<file path="src/rtl/dmem_pkg.sv">
// Shared encodings and defaults for the data memory responder.
package dmem_pkg;

  typedef logic [1:0] state_t;

  localparam state_t ST_IDLE   = 2'd0;
  localparam state_t ST_ACCESS = 2'd1;
  localparam state_t ST_DONE   = 2'd2;

  localparam int DMEM_DEPTH   = 256;
  localparam int DMEM_LATENCY = 4;

  typedef enum logic {
    OP_RD = 1'b0,
    OP_WR = 1'b1
  } op_t;

endpackage

</file>
<file path="src/rtl/data_mem_responder_if.sv">
// Load/store request bus between the control unit and the data memory.
interface data_mem_responder_if;

  logic       readEn;
  logic       writeEn;
  logic [7:0] address;
  logic [7:0] writeData;
  logic [7:0] readData;
  logic       BUSY;

  modport master (
    output readEn, writeEn, address, writeData,
    input  readData, BUSY
  );

  modport slave (
    input  readEn, writeEn, address, writeData,
    output readData, BUSY
  );

endinterface

</file>
<file path="src/rtl/dmem_array.sv">
// DEPTHx8 storage: synchronous write, registered read, asynchronous clear-all.
module dmem_array
  import dmem_pkg::*;
#(
  parameter int DEPTH = DMEM_DEPTH,
  parameter int AW    = 8
) (
  input  logic          CLK,
  input  logic          RESET,
  input  logic          we,
  input  logic          re,
  input  logic [AW-1:0] addr,
  input  logic [7:0]    wdata,
  output logic [7:0]    rdata
);

  logic [7:0] mem [DEPTH];

  always_ff @(posedge CLK or posedge RESET) begin
    if (RESET) begin
      for (int i = 0; i < DEPTH; i++) mem[i] <= '0;
      rdata <= '0;
    end else begin
      if (we) mem[addr] <= wdata;
      if (re) rdata <= mem[addr];
    end
  end

endmodule

</file>
<file path="src/rtl/data_mem_responder.sv">
// Multi-cycle data memory with BUSY stall handshake toward the program counter.
// Optional zero-stall repeated load: define DMEM_FASTHIT_EN.
module data_mem_responder
  import dmem_pkg::*;
#(
  parameter int DEPTH   = DMEM_DEPTH,
  parameter int LATENCY = DMEM_LATENCY
) (
  input logic                 CLK,
  input logic                 RESET,
  data_mem_responder_if.slave bus
);

  localparam int AW = (DEPTH > 1) ? $clog2(DEPTH) : 1;

  function automatic logic [AW-1:0] wrap_addr(input logic [7:0] a);
    return AW'(32'(a) % DEPTH);
  endfunction

  state_t        state;
  logic [3:0]    cnt;
  logic [AW-1:0] addr_q;
  logic [7:0]    wdata_q;
  op_t           op_q;
  logic          req;
  op_t           req_op;
  logic          fast_hit;
  logic          last_edge;
  logic          mem_we;
  logic          mem_re;

  assign req       = bus.readEn | bus.writeEn;
  assign req_op    = bus.writeEn ? OP_WR : OP_RD;
  assign last_edge = (state == ST_ACCESS) && (cnt == 4'd0);
  assign mem_we    = last_edge && (op_q == OP_WR);
  assign mem_re    = last_edge && (op_q == OP_RD);

`ifdef DMEM_FASTHIT_EN
  logic          tag_vld;
  logic [AW-1:0] tag_addr;

  // Tag follows the value currently held in readData; any store may alias it.
  always_ff @(posedge CLK or posedge RESET) begin
    if (RESET) begin
      tag_vld  <= 1'b0;
      tag_addr <= '0;
    end else if (mem_re) begin
      tag_vld  <= 1'b1;
      tag_addr <= addr_q;
    end else if (mem_we) begin
      tag_vld  <= 1'b0;
    end
  end

  assign fast_hit = (state == ST_IDLE) && bus.readEn && !bus.writeEn &&
                    tag_vld && (tag_addr == wrap_addr(bus.address));
`else
  assign fast_hit = 1'b0;
`endif

  // BUSY is raised combinationally in IDLE so the PC holds on the accept edge.
  assign bus.BUSY = ((state == ST_IDLE) && req && !fast_hit) || (state == ST_ACCESS);

  always_ff @(posedge CLK or posedge RESET) begin
    if (RESET) begin
      state <= ST_IDLE;
      cnt   <= '0;
    end else begin
      case (state)
        ST_IDLE: begin
          if (req) begin
            if (fast_hit) begin
              state <= ST_DONE;
            end else begin
              state <= ST_ACCESS;
              cnt   <= 4'(LATENCY - 1);
            end
          end
        end
        ST_ACCESS: begin
          if (cnt == 4'd0) state <= ST_DONE;
          else             cnt   <= cnt - 4'd1;
        end
        default: state <= ST_IDLE;
      endcase
    end
  end

  always_ff @(posedge CLK) begin
    if ((state == ST_IDLE) && req) begin
      addr_q  <= wrap_addr(bus.address);
      wdata_q <= bus.writeData;
      op_q    <= req_op;
    end
  end

  dmem_array #(
    .DEPTH (DEPTH),
    .AW    (AW)
  ) u_array (
    .CLK   (CLK),
    .RESET (RESET),
    .we    (mem_we),
    .re    (mem_re),
    .addr  (addr_q),
    .wdata (wdata_q),
    .rdata (bus.readData)
  );

endmodule

</file>
<file path="src/flat_wrapper.sv">
// flat-port wrapper written by rule: the top's interface ports become plain ports
module data_mem_responder_flat import dmem_pkg::*;
#(
  parameter int DEPTH   = DMEM_DEPTH,
  parameter int LATENCY = DMEM_LATENCY
)
  (CLK, RESET, bus_readEn, bus_writeEn, bus_address, bus_writeData, bus_readData, bus_BUSY);
  data_mem_responder_if bus_i ();
  input logic CLK;
  input logic RESET;
  input wire logic [$bits(bus_i.readEn)-1:0] bus_readEn;
  input wire logic [$bits(bus_i.writeEn)-1:0] bus_writeEn;
  input wire logic [$bits(bus_i.address)-1:0] bus_address;
  input wire logic [$bits(bus_i.writeData)-1:0] bus_writeData;
  output wire logic [$bits(bus_i.readData)-1:0] bus_readData;
  output wire logic [$bits(bus_i.BUSY)-1:0] bus_BUSY;
  assign bus_i.readEn = bus_readEn;
  assign bus_i.writeEn = bus_writeEn;
  assign bus_i.address = bus_address;
  assign bus_i.writeData = bus_writeData;
  assign bus_readData = bus_i.readData;
  assign bus_BUSY = bus_i.BUSY;
  data_mem_responder #(.DEPTH(DEPTH), .LATENCY(LATENCY)) u_core (.CLK(CLK), .RESET(RESET), .bus(bus_i));
endmodule
</file>
<file path="config.mk">
export PLATFORM = sky130hd
export DESIGN_NAME = data_mem_responder_flat
export DESIGN_NICKNAME = d
export VERILOG_FILES = /design/src/rtl/dmem_pkg.sv /design/src/rtl/data_mem_responder_if.sv /design/src/rtl/dmem_array.sv /design/src/rtl/data_mem_responder.sv /design/src/flat_wrapper.sv
export SDC_FILE = /design/constraint.sdc
export NUM_CORES = 2
export LEC_CHECK = 0
export CAP_MARGIN = 20
export CORE_MARGIN = 3
export CORE_UTILIZATION = 50
export DETAILED_ROUTE_END_ITERATION = 6
export GPL_TIMING_DRIVEN = 0
export PLACE_DENSITY = 0.69
export RECOVER_POWER = 100
export SETUP_SLACK_MARGIN = 0.5
export SLEW_MARGIN = 15
export SYNTH_ARGS = -nofsm -noshare
export SYNTH_HDL_FRONTEND = slang
export SYNTH_HIERARCHICAL = 1
export SYNTH_SLANG_ARGS = --single-unit
</file>
<file path="constraint.sdc">
create_clock -name CLK -period 129.2 [get_ports CLK]
set_clock_uncertainty 0.05 [all_clocks]
set_input_delay 19.38 -clock CLK [delete_from_list [all_inputs] [get_ports CLK]]
set_output_delay 19.38 -clock CLK [all_outputs]
set_load 0.005 [all_outputs]
</file>
==> flow_summary.ini <==
[outcome]
status = finished with violations
violations = max-capacitance violations, max-slew violations

[sta]
min_period_over_period = 0.3918
tightest_slew_ns = 5.930
hold-worst-slack_ns = 0.4476
rsz0062_at_grt = false
fmax_ghz = 0.01976
fin_setup_tns_ns = 0
slew-limit-headroom = -2.953
setup_violations = 0
hold_violations = 0
fin_crit_ns = 50.62
slew_violations = 2399

[clock_network]
clockRootBuffer = clkbuf_16
cts_buffer_depth = 3
cts_hold_buf = 0
cts-htree-levels = 4
post_cts_buffers = 0
numCtsBuffers = 215
clock_latency_ns = 0.91
clkTransAtPathRegs_ns = 0.06
clock-sinks = 2079
post_cts_resized = 0
tritoncts = done

[route]
viasPerCell = 7.050
drtIter0Drc = 9330
post-route-drc-count = 0
dr.pass1.iters = 7
wl_per_cell_um = 42.65
ant_nets = 0
vias = 63980
drt_wl_total_um = 387100

[die]
die_height_um = 443.3
dieWidth_um = 443.3
core_um2 = 189000
num_io_pins = 29
initial_utilization = 0.5059
die_area_um2 = 196500
rows = 159

[logic_synthesis]
postSynthCellCount = 6077
synth_top_area_cell = dfrtp_1
async_flop_share = 0.9918
synth_commonest_cells = 2063 x mux2_2, 2062 x dfrtp_1, 479 x mux4_2
synth_edf_count = 17
syn_avg_cell_area_um2 = 15.73
synth_most_common_cell = mux2_2
ys_types = 66
synth_seq_cells = 2079
yosysSeqAreaShare = 0.5451
ys.flop_type = dfrtp_1
yosysWarnings = 6
syn_area_um2 = 95610
synth_fp_nets = 6098
synth_top_area_frac = 0.5397
synthTopCellsByArea = dfrtp_1 54%, mux2_2 24%, mux4_2 11%

[worst_hold_path]
hold_path_class = flop to flop

[finish]
drive_gt1_frac = 0.4719
finalNonFillerCells = 9075
n_fill_cell = 15160
syn2layout_area_growth_pct = 11.09
layout.nets = 6390

[worst_setup_path]
path_max_fanout = 112
crit_arrival_ns = 50.35
worstPathRequired_ns = 128.93
endpoint_kind = asynchronous set/reset pin
startpoint_type = input pin
worstSetupPathType = input pin to asynchronous set/reset pin

[power]
leakagePower_nw = 50.92
vdd_drop_max_mv = 0.01309
p_total_mw = 1.637
cellPowerDensity_nw_per_um2 = 15.41

[place]
dpl.cell_count = 8645
dp_hpwl_um = 259300
routabilityCongestion = 1.054
port_buffers = 28

[grt]
track_usage = 0.3908
grt_pass1_wl_um = 523400
grt-ovfl-total = 0
grt_pass1_vias = 61990
antenna_found_initial = 47
grt_start_max_net_pins = 116

[run]
timing.max_cap.violations = 48
## layer usage
layer  GRT usage  up-vias  part of all wire
met2      0.5372     4648              0.41
met4      0.2577       22             0.084
li1            -    23330                 -
met5    0.004396        -           0.00091
met1      0.4954    34580              0.37
met3      0.1785     1400              0.14
## state kept, by name, indices dropped and copies added (netlist names)
name	count
u_core/u_array/mem	2048
u_core/addr_q	8
u_core/u_array/rdata	8
u_core/wdata_q	8
u_core/cnt	4
u_core/state	2
u_core/op_q	1
## critical path: stages
cell           delay, ns
dlygate4sd3_1       0.57
clkinvlp_2          2.45
clkbuf_1            4.26
clkbuf_1            4.18
clkbuf_1            3.34
clkbuf_1            3.36
clkbuf_1            4.24
clkbuf_1            4.37
clkbuf_1            3.73
## layout make-up
type	count	area [um2]	area share
timing repair buffer	75	848.3	0.007987
clock inverter	58	723.2	0.006809
buffer	454	2361	0.02223
inverter	10	38.79	0.0003652
multi-input combinational	3534	40460	0.3809
clock buffer	334	6457	0.06080
antenna	36	90.09	0.0008482
tap	2495	3122	0.02939
sequential	2079	52110	0.4906
## stage by stage
| stage | worst slack [ns] | util | cell area, um2 |
|---|---|---|---|
| 2_1_floorplan | 51.69 | - | 95610 |
| 3_3_place_gp | 30.47 | 0.5239 | 99010 |
| 3_5_place_dp | 89.08 | 0.5298 | 100100 |
| 4_1_cts | 89.08 | 0.5678 | 107300 |
| 5_1_grt | 73.46 | 0.5615 | 106100 |
| 6_report | 78.58 | 0.5620 | 106200 |
## logic make-up after synthesis
kind of cell / Yosys count / synth area share
buffers and inverters: 464 / 0.02538
and+or+nand+nor: 518 / 0.03013
AOI/OAI and AO/OA: 229 / 0.01709
muxes: 2786 / 0.3822
adders and majority gates: 1 / 0.0001309
DFF: 2079 / 0.5451
## cells in the final DEF, fill, tap and decap left out, types with 10 or more instances in the layout
cell	n
o211ai_1	13
buf_16	12
clkbuf_8	63
mux4_2	479
o21ai_0	11
nor2b_1	13
nand4_1	15
clkbuf_16	215
a22oi_1	93
buf_2	54
buf_4	53
dlygate4sd3_1	27
buf_6	35
o22ai_1	20
nand3_1	59
nand2_1	148
nor2_1	217
a21oi_1	28
diode_2	36
mux2_2	2055
a211oi_1	11
clkinv_2	32
clkbuf_1	342
buf_8	10
nor3_1	18
dfrtp_1	2062
nand2b_1	14
a31oi_1	15
clkbuf_2	37
mux2i_1	239
edfxtp_1	17
## power by group
part	internal [mW]	leakage (nW)	switching, mW
combinational	0.0770	18.5	0.237
sequential	0.673	28.9	0.0172
clock	0.360	3.54	0.272
## worst paths after layout
path,depth (start not counted),from,endpoint,slack [ns]
max reg2reg,11,u_core/addr_q[2],u_core/u_array/rdata[1],119.48
max in group CLK,4,bus_writeEn,bus_BUSY,88.84
min reg2reg,1,u_core/cnt[0],u_core/cnt[0],0.45
max,9,RESET,u_core/u_array/mem[1560],78.58
min in group asynchronous,2,RESET,u_core/state[1],18.85
min,1,u_core/cnt[0],u_core/cnt[0],0.45
Note: power is estimated with default switching activity, not from simulation.
